==> src/rtl/execute_memory_pipe_reg_if.sv <==
// Valid/ready bus carrying one EX->MEM instruction payload.
// master drives valid and payload, slave drives ready.
interface execute_memory_pipe_reg_if #(
  parameter int unsigned DATA_W = 16,
  parameter int unsigned REG_W  = 4,
  parameter int unsigned CTRL_W = 8
);
  logic              valid;
  logic              ready;
  logic [DATA_W-1:0] alu;
  logic [DATA_W-1:0] mem;
  logic [REG_W-1:0]  rd;
  logic [CTRL_W-1:0] ctrl;

  modport master (output valid, output alu, output mem, output rd, output ctrl, input ready);
  modport slave  (input valid, input alu, input mem, input rd, input ctrl, output ready);
endinterface

==> src/rtl/execute_memory_pipe_reg.sv <==
// EX->MEM pipeline register with valid/ready flow control, flush and a
// saturating stall-cycle counter.
// Build option EXMEM_SKID_EN: two-entry skid buffer with a registered
// in_ready; otherwise a single entry whose in_ready depends on out_ready.
module execute_memory_pipe_reg #(
  parameter int unsigned DATA_W = 16,
  parameter int unsigned REG_W  = 4,
  parameter int unsigned CTRL_W = 8,
  parameter int unsigned CNT_W  = 16
) (
  input  logic                              clk,
  input  logic                              rst_n,
  input  logic                              flush,
  execute_memory_pipe_reg_if.slave          in_if,
  execute_memory_pipe_reg_if.master         out_if,
  output logic [CNT_W-1:0]                  stall_cnt
);

  typedef struct packed {
    logic [DATA_W-1:0] alu;
    logic [DATA_W-1:0] mem;
    logic [REG_W-1:0]  rd;
    logic [CTRL_W-1:0] ctrl;
  } entry_t;

  entry_t in_e;
  entry_t main_q, main_d;
  logic   in_ready;
  logic   out_valid;
  logic   in_xfer;
  logic   out_xfer;

  // Incoming payload packed into one entry
  always_comb begin
    in_e.alu  = in_if.alu;
    in_e.mem  = in_if.mem;
    in_e.rd   = in_if.rd;
    in_e.ctrl = in_if.ctrl;
  end

  assign in_xfer  = in_if.valid && in_ready;
  assign out_xfer = out_valid && out_if.ready;

`ifdef EXMEM_SKID_EN
  typedef enum logic [1:0] {EMPTY, BUSY, FULL} state_t;

  state_t state_q, state_d;
  entry_t skid_q, skid_d;
  logic   in_ready_q, in_ready_d;

  // Skid buffer next state; main always holds the oldest entry
  always_comb begin
    state_d = state_q;
    main_d  = main_q;
    skid_d  = skid_q;
    case (state_q)
      EMPTY: begin
        if (in_xfer) begin
          state_d = BUSY;
          main_d  = in_e;
        end
      end
      BUSY: begin
        case ({in_xfer, out_xfer})
          2'b10: begin
            state_d = FULL;
            skid_d  = in_e;
          end
          2'b01: state_d = EMPTY;
          2'b11: main_d = in_e;
          default: ;
        endcase
      end
      FULL: begin
        if (out_xfer) begin
          state_d = BUSY;
          main_d  = skid_q;
        end
      end
      default: state_d = EMPTY;
    endcase
    if (flush) state_d = EMPTY;
    // Invalid slots are zeroed so the bubble reads as a NOP
    if (state_d == EMPTY) main_d = '0;
    if (state_d != FULL)  skid_d = '0;
    in_ready_d = (state_d != FULL);
  end

  // Skid buffer state register
  always_ff @(posedge clk) begin
    if (!rst_n) begin
      state_q    <= EMPTY;
      main_q     <= '0;
      skid_q     <= '0;
      in_ready_q <= 1'b1;
    end else begin
      state_q    <= state_d;
      main_q     <= main_d;
      skid_q     <= skid_d;
      in_ready_q <= in_ready_d;
    end
  end

  assign out_valid = (state_q != EMPTY);
  assign in_ready  = rst_n && in_ready_q;
`else
  logic valid_q, valid_d;

  // Single entry: accept replaces a draining entry in the same cycle
  always_comb begin
    valid_d = valid_q;
    main_d  = main_q;
    if (out_xfer) valid_d = 1'b0;
    if (in_xfer) begin
      valid_d = 1'b1;
      main_d  = in_e;
    end
    if (flush) valid_d = 1'b0;
    if (!valid_d) main_d = '0;
  end

  // Single entry register
  always_ff @(posedge clk) begin
    if (!rst_n) begin
      valid_q <= 1'b0;
      main_q  <= '0;
    end else begin
      valid_q <= valid_d;
      main_q  <= main_d;
    end
  end

  assign out_valid = valid_q;
  assign in_ready  = rst_n && (!valid_q || out_if.ready);
`endif

  logic [CNT_W-1:0] stall_cnt_q, stall_cnt_d;

  // Count cycles where Memory stalls a valid entry; stick at all-ones
  always_comb begin
    stall_cnt_d = stall_cnt_q;
    if (out_valid && !out_if.ready && (stall_cnt_q != '1))
      stall_cnt_d = stall_cnt_q + CNT_W'(1);
  end

  // Stall counter register; flush leaves it alone
  always_ff @(posedge clk) begin
    if (!rst_n) stall_cnt_q <= '0;
    else        stall_cnt_q <= stall_cnt_d;
  end

  assign in_if.ready = in_ready;
  assign out_if.valid = out_valid;
  assign out_if.alu   = main_q.alu;
  assign out_if.mem   = main_q.mem;
  assign out_if.rd    = main_q.rd;
  assign out_if.ctrl  = main_q.ctrl;
  assign stall_cnt    = stall_cnt_q;

endmodule

==> src/flat_wrapper.sv <==
// flat-port wrapper written by rule: the top's interface ports become plain ports
module execute_memory_pipe_reg_flat 
#(
  parameter int unsigned DATA_W = 16,
  parameter int unsigned REG_W  = 4,
  parameter int unsigned CTRL_W = 8,
  parameter int unsigned CNT_W  = 16
)
  (clk, rst_n, flush, stall_cnt, in_if_valid, in_if_alu, in_if_mem, in_if_rd, in_if_ctrl, in_if_ready, out_if_valid, out_if_alu, out_if_mem, out_if_rd, out_if_ctrl, out_if_ready);
  execute_memory_pipe_reg_if #(.DATA_W(DATA_W), .REG_W(REG_W), .CTRL_W(CTRL_W)) in_if_i ();
  execute_memory_pipe_reg_if #(.DATA_W(DATA_W), .REG_W(REG_W), .CTRL_W(CTRL_W)) out_if_i ();
  input  logic clk;
  input  logic rst_n;
  input  logic flush;
  output logic [CNT_W-1:0] stall_cnt;
  input wire logic [$bits(in_if_i.valid)-1:0] in_if_valid;
  input wire logic [$bits(in_if_i.alu)-1:0] in_if_alu;
  input wire logic [$bits(in_if_i.mem)-1:0] in_if_mem;
  input wire logic [$bits(in_if_i.rd)-1:0] in_if_rd;
  input wire logic [$bits(in_if_i.ctrl)-1:0] in_if_ctrl;
  output wire logic [$bits(in_if_i.ready)-1:0] in_if_ready;
  output wire logic [$bits(out_if_i.valid)-1:0] out_if_valid;
  output wire logic [$bits(out_if_i.alu)-1:0] out_if_alu;
  output wire logic [$bits(out_if_i.mem)-1:0] out_if_mem;
  output wire logic [$bits(out_if_i.rd)-1:0] out_if_rd;
  output wire logic [$bits(out_if_i.ctrl)-1:0] out_if_ctrl;
  input wire logic [$bits(out_if_i.ready)-1:0] out_if_ready;
  assign in_if_i.valid = in_if_valid;
  assign in_if_i.alu = in_if_alu;
  assign in_if_i.mem = in_if_mem;
  assign in_if_i.rd = in_if_rd;
  assign in_if_i.ctrl = in_if_ctrl;
  assign in_if_ready = in_if_i.ready;
  assign out_if_valid = out_if_i.valid;
  assign out_if_alu = out_if_i.alu;
  assign out_if_mem = out_if_i.mem;
  assign out_if_rd = out_if_i.rd;
  assign out_if_ctrl = out_if_i.ctrl;
  assign out_if_i.ready = out_if_ready;
  execute_memory_pipe_reg #(.DATA_W(DATA_W), .REG_W(REG_W), .CTRL_W(CTRL_W), .CNT_W(CNT_W)) u_core (.clk(clk), .rst_n(rst_n), .flush(flush), .in_if(in_if_i), .out_if(out_if_i), .stall_cnt(stall_cnt));
endmodule
==> config.mk <==
export PLATFORM = sky130hd
export DESIGN_NAME = execute_memory_pipe_reg_flat
export DESIGN_NICKNAME = d
export VERILOG_FILES = /design/src/rtl/execute_memory_pipe_reg_if.sv /design/src/rtl/execute_memory_pipe_reg.sv /design/src/flat_wrapper.sv
export SDC_FILE = /design/constraint.sdc
export NUM_CORES = 1
export LEC_CHECK = 0
export CORE_MARGIN = 4
export CORE_UTILIZATION = 55
export DETAILED_ROUTE_END_ITERATION = 8
export DONT_BUFFER_PORTS = 1
export PLACE_DENSITY = 0.73
export REMOVE_ABC_BUFFERS = 1
export SLEW_MARGIN = 25
export SYNTH_ARGS = -nofsm -noshare
export SYNTH_HDL_FRONTEND = slang
export SYNTH_SLANG_ARGS = --single-unit
==> constraint.sdc <==
create_clock -name clk -period 1.35 [get_ports clk]
set_input_delay 0.135 -clock clk [delete_from_list [all_inputs] [get_ports clk]]
set_output_delay 0.135 -clock clk [all_outputs]
set_load 0.02 [all_outputs]
==> qor.yml, run 1 <==
synth_flop_cell: "dfxtp_1"
synthTopCellsByCount: "96 x nand2_1, 61 x dfxtp_1, 53 x a21oi_1"
numCtsBuffers: 9
dpl.hpwl_um: 4290
ys_async_sr_fraction_pct: 0
grt_start_max_net_pins: 30
place_inst: 370
row_count: 23
antenna_found_initial: 0
yosysSeqAreaShare_pct: 50.4
dp_slack_ps: -254
synth_edf_count: 0
syn-mean-instance-area_um2: 8.29
gp_congestion: 0.765
fp.dieH_um: 74.3
status: "did not finish"
initial_core_util_pct: 58.8
cts_sinks: 61
synth.most_common_cell: "nand2_1"
synth_cell_types: 38
pin_count: 111
grt_worst_setup_endpoint: "u_core.stall_cnt[11]$_SDFFE_PN0P_/D"
syn_inst: 292
synth_top_area_share_pct: 50.4
synth_seq_cells: 61
lastStage: "global routing"
worst-ep-kind: "register data pin"
cts-root-buf: "clkbuf_8"
syn_area_um2: 2420
synth_top_area_cell: "dfxtp_1"
io_buffers: 0
synth_area_leaders: "dfxtp_1 50%, nand2_1 15%, a21oi_1 11%, buf_2 1.7%, o31ai_1 1.6%"
htree_num_levels: 3
die_w_um: 74.3
error: "[ERROR DPL-0033] detailed placement checks failed during check placement."
placed_area_um2: 2790
clockBufferDepth: 2
yosys_warnings: 0
timing repair:
| action | CTS |
|---|---|
| setup buffers | 8 |
| endpoints found under the hold margin | 50 |
| gates resized for setup | 41 |
| hold buffers | 45 |
| endpoints found under the setup margin | 62 |
| pin swaps | 16 |
| gates cloned | 2 |
kinds of logic after synthesis:
kind of cell | after synthesis | share of synthesized area, %
AOI/OAI and AO/OA | 69 | 16.4
and+or+nand+nor | 138 | 27.7
muxes | 2 | 0.827
adders and majority gates | 1 | 0.517
buffers and inverters | 19 | 3.36
xor gates and xnor gates | 2 | 0.724
DFF | 61 | 50.4
through the flow:
stage          utilization [%]  TNS, ps
2_1_floorplan                -   -26330
3_3_place_gp              67.7    -3890
3_5_place_dp              67.7    -5900
4_1_cts                   88.4     -988
==> run 2, diff against run 1 <==
- CORE_UTILIZATION: 55 -> 40
- PLACE_DENSITY: 0.73 -> default
- PLACE_DENSITY_LB_ADDON: default -> 0.15
- clock period: 1.35 -> 1.8 ns (I/O delays scaled with it)
==> run 2 against run 1 <==
The flow now finishes without violations; synthesized cell count unchanged; area after synthesis unchanged.
==> qor.yml, run 2 <==
status: "finished clean"
yosys_warnings: 0  # unchanged
syn_area_um2: 2420  # unchanged
slew_headroom_pct: 68.4
cts-root-buf: "clkbuf_8"
fmax_ghz: 0.601
grt-ovfl-total: 0
path_max_fanout: 8
synth_edf_count: 0  # unchanged
peakVddDrop_mv: 0.526
synth-simple-area-share_pct: 27.7  # unchanged
dp_slack_ps: 130  # +384 ps
end_kind: "flop"
setup_slack_ps: 136
synth_top_area_share_pct: 50.4  # unchanged
row_count: 28  # +22%
gr-usage-met3_pct: 5.19
synth-compound-area-share_pct: 16.4  # unchanged
post_cts_buffers: 0  # -8
diodes: 0
gr-usage-met1_pct: 20.8
hold_viol: 0
grt_busiest_layer: "met2"
clockBufferDepth: 2  # unchanged
ant_nets: 0
dieArea_um2: 7360
grt_start_max_net_pins: 46
io_buffers: 0  # unchanged
maxCapViolCount: 0
yosysSeqAreaShare_pct: 50.4  # unchanged
powerDensity_nw_per_um2: 900
synth_area_leaders: "dfxtp_1 50%, nand2_1 15%, a21oi_1 11%, buf_2 1.7%, o31ai_1 1.6%"
core_area_um2: 5890
pin_count: 111  # unchanged
final_max_slew_viol_count: 0
synth_top_family_by_area: "simple AND/OR/NAND/NOR gates"
num_vias: 2228
fillerInstances: 557
synth.most_common_cell: "nand2_1"
power.leakage_nw: 1.22
syn_to_final_growth_pct: 36.6
gp_congestion: 0.769  # +0.60%
synth_flop_cell: "dfxtp_1"
fin_area_um2: 3310
period_needed_ps: 1660
grt_usage_pct: 17.7
cp-start-kind: "flop"
clock_latency_ps: 320
final_common_cell: "nand2_1"
routed_wl_um: 6430
min_path_type: "in2reg"
die_w_um: 85.8  # +15%
numCtsBuffers: 9  # unchanged
synth_seq_cells: 61  # unchanged
drc: 0
tritoncts: "yes"
wire_per_inst_um: 14.9
finalCritPeriodShare_pct: 92.4
synthTopCellsByCount: "96 x nand2_1, 61 x dfxtp_1, 53 x a21oi_1"
worst_slew_pin_slew_ps: 473
tns_ps: 0
final_cell_mix: "96 x nand2_1, 61 x dfxtp_1, 53 x a21oi_1"
syn_inst: 292  # unchanged
cp.required_ps: 2010
synth_cell_types: 38  # unchanged
initial_core_util_pct: 41.1  # -18 points
whs_ps: 175
dpl.hpwl_um: 4130  # -3.9%
synth_top_area_cell: "dfxtp_1"
viasPerCell: 5.16
final_cells: 432
drtPass1Iterations: 4
nNetsFinal: 403
synth_mux_area_share_pct: 0.827  # unchanged
synth_xor_area_share_pct: 0.724  # unchanged
use_met2_pct: 29.9
fin_skew_ps: 7.37
place_inst: 372  # +0.54%
htree_num_levels: 3  # unchanged
syn-mean-instance-area_um2: 8.29  # unchanged
cts_resized: 0  # -100%
drive_above_1_share_pct: 12.9
grt_pass1_wl_um: 10300
synth_fa_ha_area_share_pct: 0.517  # unchanged
path_clk_slew_ps: 70
crit_type: "reg2reg"
fp.dieH_um: 85.8  # +15%
antenna_found_initial: 0
crit_arrival_ps: 1870
finalSetupViolCount: 0
cts_sinks: 61  # unchanged
ys_async_sr_fraction_pct: 0  # unchanged
placed_area_um2: 2620  # -5.8%
rsz0062_at_grt: "no"
grt_pass1_vias: 2176
dr.first_iter.drc_count: 87
run 2: cell counts after synthesis:
No cell type changed its count.
run 2: final timing paths:
check | startpoint | endpoint | slack, ps | depth (start not counted)
min reg2reg | u_core.stall_cnt[2]$_SDFFE_PN0P_ | u_core.stall_cnt[2]$_SDFFE_PN0P_ | 510 | 1
max reg2reg | u_core.stall_cnt[10]$_SDFFE_PN0P_ | u_core.stall_cnt[3]$_SDFFE_PN0P_ | 140 | 4
max | u_core.stall_cnt[10]$_SDFFE_PN0P_ | u_core.stall_cnt[3]$_SDFFE_PN0P_ | 140 | 4
min | rst_n | u_core.stall_cnt[7]$_SDFFE_PN0P_ | 170 | 3
run 2: critical path: stages, from the launching register on:
cell and delay (ps):
dfxtp_1 530, nand4_2 300, nor4_4 470, nor4b_1 120, mux2i_1 130
run 2: final cells by class:
| cell class | instances | area [µm²] | area share (%) |
|---|---|---|---|
| flip-flops and latches | 61 | 1220 | 36.9 |
| multi-input cells | 212 | 1120 | 34.0 |
| repair buffers | 67 | 628 | 19.0 |
| clock buffers | 12 | 165 | 4.99 |
| well taps | 75 | 93.8 | 2.84 |
| clock inverters | 3 | 67.6 | 2.04 |
| inverters | 2 | 7.51 | 0.227 |
run 2: logic make-up after synthesis:
logic type / count (synthesis)
muxes: 2
adders and majority gates: 1
xor gates and xnor gates: 2
buffers and inverters: 19
AOI/OAI and AO/OA: 69
DFF: 61
and+or+nand+nor: 138
run 2: per-stage QoR:
step / util (%) / power [W]
floorplan: - / 0.00149
global placement: 44.6 / 0.00153
detailed placement: 44.6 / 0.00153
CTS: 56.2 / 0.00303
global route: 56.2 / 0.00309
finish: 56.2 / 0.00298
run 2: power by group:
| part | total (W) | leakage [nW] | internal (W) | switching (W) |
|---|---|---|---|---|
| logic | 0.000191 | 0.616 | 0.0000975 | 0.0000940 |
| registers | 0.00139 | 0.492 | 0.00136 | 0.0000245 |
| clock network | 0.00140 | 0.115 | 0.000886 | 0.000511 |
| total | 0.00298 | 1.22 | 0.00235 | 0.000630 |
run 2: routing by layer:
layer  part of all wire, %  up-vias
met5                     0        -
met4                   2.4        0
met3                   7.0       13
met2                    48       65
met1                    43     1031
li1                      -     1119
run 2: timing repair:
| item | 4_1_cts | 5_1_grt |
|---|---|---|
| endpoints found under the setup margin | 0 | 0 |
| hold buffers | 45 | 0 |
| hold endpoints to repair | 50 | 0 |
No activity file was read; power rests on OpenSTA's default activity.
